**src/rtl/busarb_rr.sv**
```systemverilog
// ---------------------------------------------------------------------------
// busarb_rr: parked, round-robin arbiter for a shared bus.
//
// One master owns the bus at any time. The owner keeps it while it requests,
// and also while nobody else requests (parking). When the owner stops
// requesting and others are waiting, ownership rotates to the first
// requester found scanning own+1, own+2, ... (mod N_MASTERS).
//
// Request/grant handshake: breq_[i] low means master i wants the bus.
// bgrt_[i] low means master i owns the bus. Exactly one bgrt_ bit is low in
// every cycle. A request sampled low on an idle bus is granted at that edge,
// so the grant is visible one cycle after the request.
//
// Optional feature (macro BUSARB_TIMEOUT_EN): a hold counter limits how many
// consecutive contended edges an owner may keep the bus. After MAX_HOLD
// such edges, the next contended edge forces a handover.
//
// Ports:
//   clk       in   1          system clock, rising edge
//   reset_    in   1          asynchronous reset, active low
//   breq_     in   N_MASTERS  bus request per master, active low
//   bgrt_     out  N_MASTERS  bus grant per master, active low, one-hot-low
//   bgrt_idx  out  IDX_W      binary index of the current owner
//   bbusy     out  1          owner is currently requesting
// ---------------------------------------------------------------------------
module busarb_rr #(
  parameter int N_MASTERS = 4,
  parameter int IDX_W     = 2,
  parameter int PARK_IDX  = 0,
  parameter int MAX_HOLD  = 16
) (
  input  logic                 clk,
  input  logic                 reset_,
  input  logic [N_MASTERS-1:0] breq_,
  output logic [N_MASTERS-1:0] bgrt_,
  output logic [IDX_W-1:0]     bgrt_idx,
  output logic                 bbusy
);

  // Owner register: the only arbitration state.
  logic [IDX_W-1:0] own;

  // First other requester in rotation order after the owner.
  logic [IDX_W-1:0] next_own;
  logic             other_req;

  always_comb begin
    int c;
    next_own  = own;
    other_req = 1'b0;
    c         = 0;
    for (int k = 1; k < N_MASTERS; k++) begin
      c = int'(own) + k;
      if (c >= N_MASTERS) c = c - N_MASTERS;
      if (!other_req && !breq_[IDX_W'(c)]) begin
        other_req = 1'b1;
        next_own  = IDX_W'(c);
      end
    end
  end

  // Grant decode depends only on the owner register, never on this cycle's
  // requests, so the grant cannot glitch with breq_.
  always_comb begin
    bgrt_      = '1;
    bgrt_[own] = 1'b0;
  end

  assign bgrt_idx = own;
  assign bbusy    = ~breq_[own];

`ifdef BUSARB_TIMEOUT_EN
  localparam int HOLD_W = $clog2(MAX_HOLD + 1);

  // Counts consecutive edges where the owner requests while someone else
  // waits. Any edge without contention, or any handover, clears it.
  logic [HOLD_W-1:0] hold;
  logic              contended;

  assign contended = bbusy && other_req;

  always_ff @(posedge clk or negedge reset_) begin
    if (!reset_) begin
      own  <= IDX_W'(PARK_IDX);
      hold <= '0;
    end else if (contended) begin
      if (hold == HOLD_W'(MAX_HOLD)) begin
        // Tenure exhausted: preempt the owner in favour of the next waiter.
        own  <= next_own;
        hold <= '0;
      end else begin
        hold <= hold + 1'b1;
      end
    end else begin
      hold <= '0;
      if (!bbusy && other_req) own <= next_own;
    end
  end
`else
  always_ff @(posedge clk or negedge reset_) begin
    if (!reset_) begin
      own <= IDX_W'(PARK_IDX);
    end else if (!bbusy && other_req) begin
      own <= next_own;
    end
  end
`endif

endmodule

```
**config.mk**
```make
export PLATFORM = sky130hd
export DESIGN_NAME = busarb_rr
export DESIGN_NICKNAME = d
export VERILOG_FILES = /design/src/rtl/busarb_rr.sv
export SDC_FILE = /design/constraint.sdc
export NUM_CORES = 1
export LEC_CHECK = 0
export ABC_AREA = 1
export BUFFER_PORTS_ARGS = -buffer_cell sky130_fd_sc_hd__buf_2
export CELL_PAD_IN_SITES_DETAIL_PLACEMENT = 1
export CELL_PAD_IN_SITES_GLOBAL_PLACEMENT = 1
export CORE_AREA = 2 2 39 41
export CTS_CLUSTER_SIZE = 25
export DETAILED_ROUTE_END_ITERATION = 16
export DIE_AREA = 0 0 41 43
export PLACE_DENSITY_LB_ADDON = 0.1
export SYNTH_ARGS = -nofsm -noshare
export SYNTH_HDL_FRONTEND = slang
export SYNTH_SLANG_ARGS = --single-unit
```
**constraint.sdc**
```tcl
create_clock -name clk -period 4.78 [get_ports clk]
set_input_delay 0.717 -clock clk [delete_from_list [all_inputs] [get_ports clk]]
set_output_delay 0.717 -clock clk [all_outputs]
set_load 0.03 [all_outputs]
```
==> results of run 1 <==
[through the flow]
step	util (%)	instances
floorplan	-	73
global placement	37.3	100
detailed placement	37.3	100
CTS	38.9	103
global route	38.9	103
finish	38.9	103
[cell usage after synthesis]
cell type,instances,share of area [%]
a21oi_1,2,2.2
buf_6,1,2.5
dfrtp_1,2,11
ha_1,4,11
inv_1,11,9.2
inv_6,1,2.0
nand2_1,19,16
nand2_2,8,11
nand2_4,2,5.0
nand3_1,15,17
nand3_2,2,4.5
nor2_1,2,1.7
nor3_2,1,2.2
o21a_2,1,2.0
o21ai_1,2,2.2
[layer usage]
metal | up-vias | track usage [%] | part of all wire, %
met5 | - | 0 | 0
met3 | 0 | 1.57 | 3.9
met2 | 11 | 23.4 | 47
li1 | 263 | - | -
met1 | 233 | 19.8 | 49
met4 | 0 | 2.00 | 0
[cell families (layout without fill, tap and decap cells)]
logic type               Yosys count  count (layout)  share of synthesized area [%]
AO/OA/AOI/OAI                      5               5                           6.44
flip-flops                         2               2                           11.2
AND/OR/NAND/NOR                   49              49                           57.4
buffers and inverters             13              27                           13.7
adder cells (fa/ha/maj)            4               4                           11.2
[worst max-delay path: stages (launching register included)]
cell	delay, ps
dfrtp_1	650
inv_6	110
nand2_4	90
nand2_2	60
o21a_2	220
inv_1	50
buf_2	190
[worst min-delay path by stage]
| stage | end | depth (start not counted) | start | slack, ps |
|---|---|---|---|---|
| detailed placement | bgrt_idx[1] | 1 | reset_ | 510 |
| finish | bgrt_idx[0] | 1 | reset_ | 280 |
| floorplan | bgrt_idx[0] | 0 | reset_ | 420 |
| global placement | bgrt_idx[1] | 1 | reset_ | 500 |
| CTS | bgrt_idx[1] | 1 | reset_ | 280 |
| global route | bgrt_idx[1] | 1 | reset_ | 270 |
[placed cells by master, fill, tap and decap left out, drive strengths merged]
cell    instances
a21oi           2
buf            12
clkbuf          3
dfrtp           2
ha              4
inv            12
nand2          29
nand3          17
nor2            2
nor3            1
o21a            1
o21ai           2
[area by class of cell]
| class | instances | area [um2] | share of cell area (%) |
|---|---|---|---|
| Sequential cell | 2 | 50.0 | 9.30 |
| Multi-Input combinational cell | 58 | 335 | 62.3 |
| Inverter | 12 | 50.0 | 9.30 |
| Timing Repair Buffer | 12 | 60.1 | 11.2 |
| Tap cell | 16 | 20.0 | 3.72 |
| Clock buffer | 3 | 22.5 | 4.19 |
==> results.yml, run 1 <==
critical_path:
  rr_endpoint: "bgrt_idx[1]"
  worst_setup_path_start_kind: "flop"
  reg2reg_slack_ps: 2810
  ff2ff_path_depth: 10
  worstPathMaxFanout: 13
  cp.required_ps: 4060
  reg2reg_from: "bgrt_idx[0]"
  crit_path_end: "bbusy"
  end_kind: "primary output"
  criticalPathCategory: "flop to primary output"
  crit_arrival_ps: 1580
  crit_path_start: "bgrt_idx[0]"
clocking:
  clk_latency_ps: 210
  cts.repair.resized: 0
  cts_sinks: 2
  holdBufCountCts: 0
  postCtsSetupBuffers: 0
  cts-root-buf: "clkbuf_4"
  cts_tree: "yes"
  clk_pin_slew_ps: 30
  numCtsBuffers: 3
  cts_buffer_depth: 2
  htree_levels: 1
die:
  coreArea_um2: 1380
  io_pins: 13
  design.die.area_um2: 1760
  placementRows: 14
  initial_core_util_pct: 32.3
  die_w_um: 41
  die_y_um: 43
routing:
  ant_nets: 0
  wl_um: 1080
  num_vias: 507
  drc: 0
  via_per_inst: 4.92
  dr.pass1.iters: 4
  avgRoutedWirePerCell_um: 10.4
  drt_iter0_markers: 6
global_routing:
  grt.total_usage_pct: 14.3
  grt_pass1_wl_um: 1840
  antenna_found_initial: 0
  grt_max_degree: 14
  grt_overflow: 0
  grt_pass1_vias: 446
synth:
  syn_area_um2: 447
  seq_area_frac_synth_pct: 11.2
  synth.avg_cell_area_um2: 6.12
  synth_seq_cells: 2
  syn_inst: 73
  syn_nets: 83
  synth_warnings: 0
  synth.distinct_cells: 15
run:
  cap_violations: 0
layout:
  synthToLayoutAreaGrowth_pct: 20.4
  largest_register_ff_count: 2
  final_nets: 99
  fin_area_um2: 538
  num-fill-cells: 211
  diodes: 0
  drive_gt1_share_pct: 34.5
timing:
  slew_headroom_pct: 65.6
  rsz0062_at_grt: "no"
  tightest_slew_ps: 516
  max_clock_freq_mhz: 435
  whs_ps: 282
  layout_setup_ws_ps: 2480
  setup_viol: 0
  fin_skew_ps: 0.320
  slew_viol_final: 0
  min_period_ps: 2300
  tns_ps: 0
  hold_viol: 0
  period_share_pct: 48.1
placement:
  hpwl_um: 882
  place_congestion: 0.705
  place_area_um2: 515
  port_buffers: 12
  pre_cts_slack_ps: 2610
hold_path:
  min_path_type: "primary input to asynchronous set/reset pin"
run_status:
  run_status: "complete, no violations"
Power of run 1 is left out: the tool's default activity adds up to more than one toggle a clock period on the data nets, which glitch-free logic cannot reach.
==> run 2, diff against run 1 <==
--- a/config.mk
+++ b/config.mk
@@ -9,10 +9,10 @@
 export BUFFER_PORTS_ARGS = -buffer_cell sky130_fd_sc_hd__buf_2
 export CELL_PAD_IN_SITES_DETAIL_PLACEMENT = 1
 export CELL_PAD_IN_SITES_GLOBAL_PLACEMENT = 1
-export CORE_AREA = 2 2 39 41
+export CORE_MARGIN = 1
+export CORE_UTILIZATION = 29
 export CTS_CLUSTER_SIZE = 25
 export DETAILED_ROUTE_END_ITERATION = 16
-export DIE_AREA = 0 0 41 43
 export PLACE_DENSITY_LB_ADDON = 0.1
 export SYNTH_ARGS = -nofsm -noshare
 export SYNTH_HDL_FRONTEND = slang
==> constraint.sdc (replaced) <==
create_clock -name clk -period 1.9 [get_ports clk]
set_input_delay 0.285 -clock clk [delete_from_list [all_inputs] [get_ports clk]]
set_output_delay 0.285 -clock clk [all_outputs]
set_load 0.03 [all_outputs]
==> run 2 against run 1 <==
Design area up 5.8%. Critical path depth unchanged. Register-to-register slack worse by 2600 ps. Non-clock buffer count up 4. First-iteration DRC count down 33%. Flip-flop and latch count unchanged. Core utilization up 2.8 points. Via count down 0.39%. Highest routed layer unchanged.
==> results.yml, run 2 (same netlist as run 1, synthesis figures left out) <==
placement:
  place_congestion: 0.692
  hpwl_um: 961
  port_buffers: 12
  place_inst: 102
routing:
  via_per_inst: 4.76
  wl_um: 1160
  num_vias: 505
  dr.pass1.iters: 3
  drt_iter0_markers: 4
  avgRoutedWirePerCell_um: 11.0
  drc: 0
  ant_nets: 0
timing:
  slew_viol_final: 0
  tightest_slew_ps: 172
  period_share_pct: 91.7
  rsz0062_at_grt: "no"
  max_clock_freq_mhz: 574
  tns_ps: 0
  fin_skew_ps: 0.0365
  slew_headroom_pct: 88.5
  whs_ps: 385
  min_period_ps: 1740
  setup_viol: 0
  hold_viol: 0
clocking:
  cts_tree: "yes"
  clk_latency_ps: 220
  clk_pin_slew_ps: 30
  cts-root-buf: "clkbuf_4"
  htree_levels: 1
  cts.repair.resized: 0
  cts_buffer_depth: 2
  cts_sinks: 2
  postCtsSetupBuffers: 0
  numCtsBuffers: 3
die:
  coreArea_um2: 1370
  initial_core_util_pct: 32.7
  die_w_um: 41.2
  design.die.area_um2: 1700
  io_pins: 13
  die_y_um: 41.2
  placementRows: 13
layout:
  largest_register_ff_count: 2
  num-fill-cells: 201
  instances_no_fill: 106
  multi_input_area_um2: 335
  regArea_um2: 50.0
  final_nets: 103
  final_cell_mix: "nand2_1, nand3_1, buf_2, inv_1, nand2_2"
  drive_gt1_share_pct: 36.3
  final_common_cell: "nand2_1"
  diodes: 0
  synthToLayoutAreaGrowth_pct: 27.5
run:
  cap_violations: 0
global_routing:
  grt_pass1_wl_um: 1920
  antenna_found_initial: 0
  grt_max_degree: 13
  grt_pass1_vias: 494
  grt.total_usage_pct: 16.6
  use_met3_pct: 0
  grtUsageMet2_pct: 32.8
  grt_overflow: 0
  globalRouteMet1Util_pct: 19.9
  top_usage_layer: "met2"
critical_path:
  worstPathMaxFanout: 12
  reg2reg_from: "bgrt_idx[0]"
  cp.required_ps: 1620
  end_kind: "primary output"
  criticalPathCategory: "flop to primary output"
  crit_arrival_ps: 1460
  crit_path_start: "bgrt_idx[0]"
  worst_setup_path_start_kind: "flop"
  ff2ff_path_depth: 10
run_status:
  run_status: "complete, no violations"
hold_path:
  min_path_type: "primary input to asynchronous set/reset pin"
==> run 2: cell types whose count changed in the layout (fill, tap and decap cells not counted) <==
cell | previous run | this run
dlygate4sd3_1 | 0 | 1
buf_4 | 0 | 3
==> run 2: worst max-delay path: stages (launching register included) <==
cell and delay [ps]:
dfrtp_1 410, buf_4 200, nand2_1 100, nand2_2 70, o21a_2 220, inv_1 50
buf_2 180
==> run 2: metrics by stage <==
stage          setup WS, ps  utilization (%)  instance area [um2]
6_report                157             41.7                  569
5_1_grt                76.8             41.7                  569
4_1_cts                 134             41.7                  569
3_5_place_dp            232             39.3                  537
3_3_place_gp            244             39.3                  537
2_1_floorplan          61.1                -                  447
==> run 2: layout make-up <==
type / instances / area share, %
clock buffer: 3 / 3.96
sequential: 2 / 8.79
timing repair buffer: 16 / 16.3
multi-input combinational: 58 / 58.9
tap: 15 / 3.30
inverter: 12 / 8.79
==> run 2: metal layers <==
| layer | routed length [um] | part of all wire (%) |
|---|---|---|
| met1 | 536 | 46 |
| met2 | 604 | 52 |
| met3 | 23 | 2.0 |
| met4 | 0 | 0 |
| met5 | 0 | 0 |
==> run 2: path summary, 6_finish.rpt <==
kind                                     to  slack [ps]
worst max register to register  bgrt_idx[0]         250
min in group clk                bgrt_idx[1]         640
worst max-delay path                  bbusy         160
max in group asynchronous       bgrt_idx[0]        1420
worst min register to register  bgrt_idx[1]         640
worst min-delay path            bgrt_idx[1]         390
==> run 2: what timing repair did <==
| item | CTS | global route |
|---|---|---|
| setup endpoints to repair | 0 | 0 |
| endpoints found under the hold margin | 2 | 0 |
| hold buffers | 1 | 0 |
Power of run 2 is left out for the same reason.
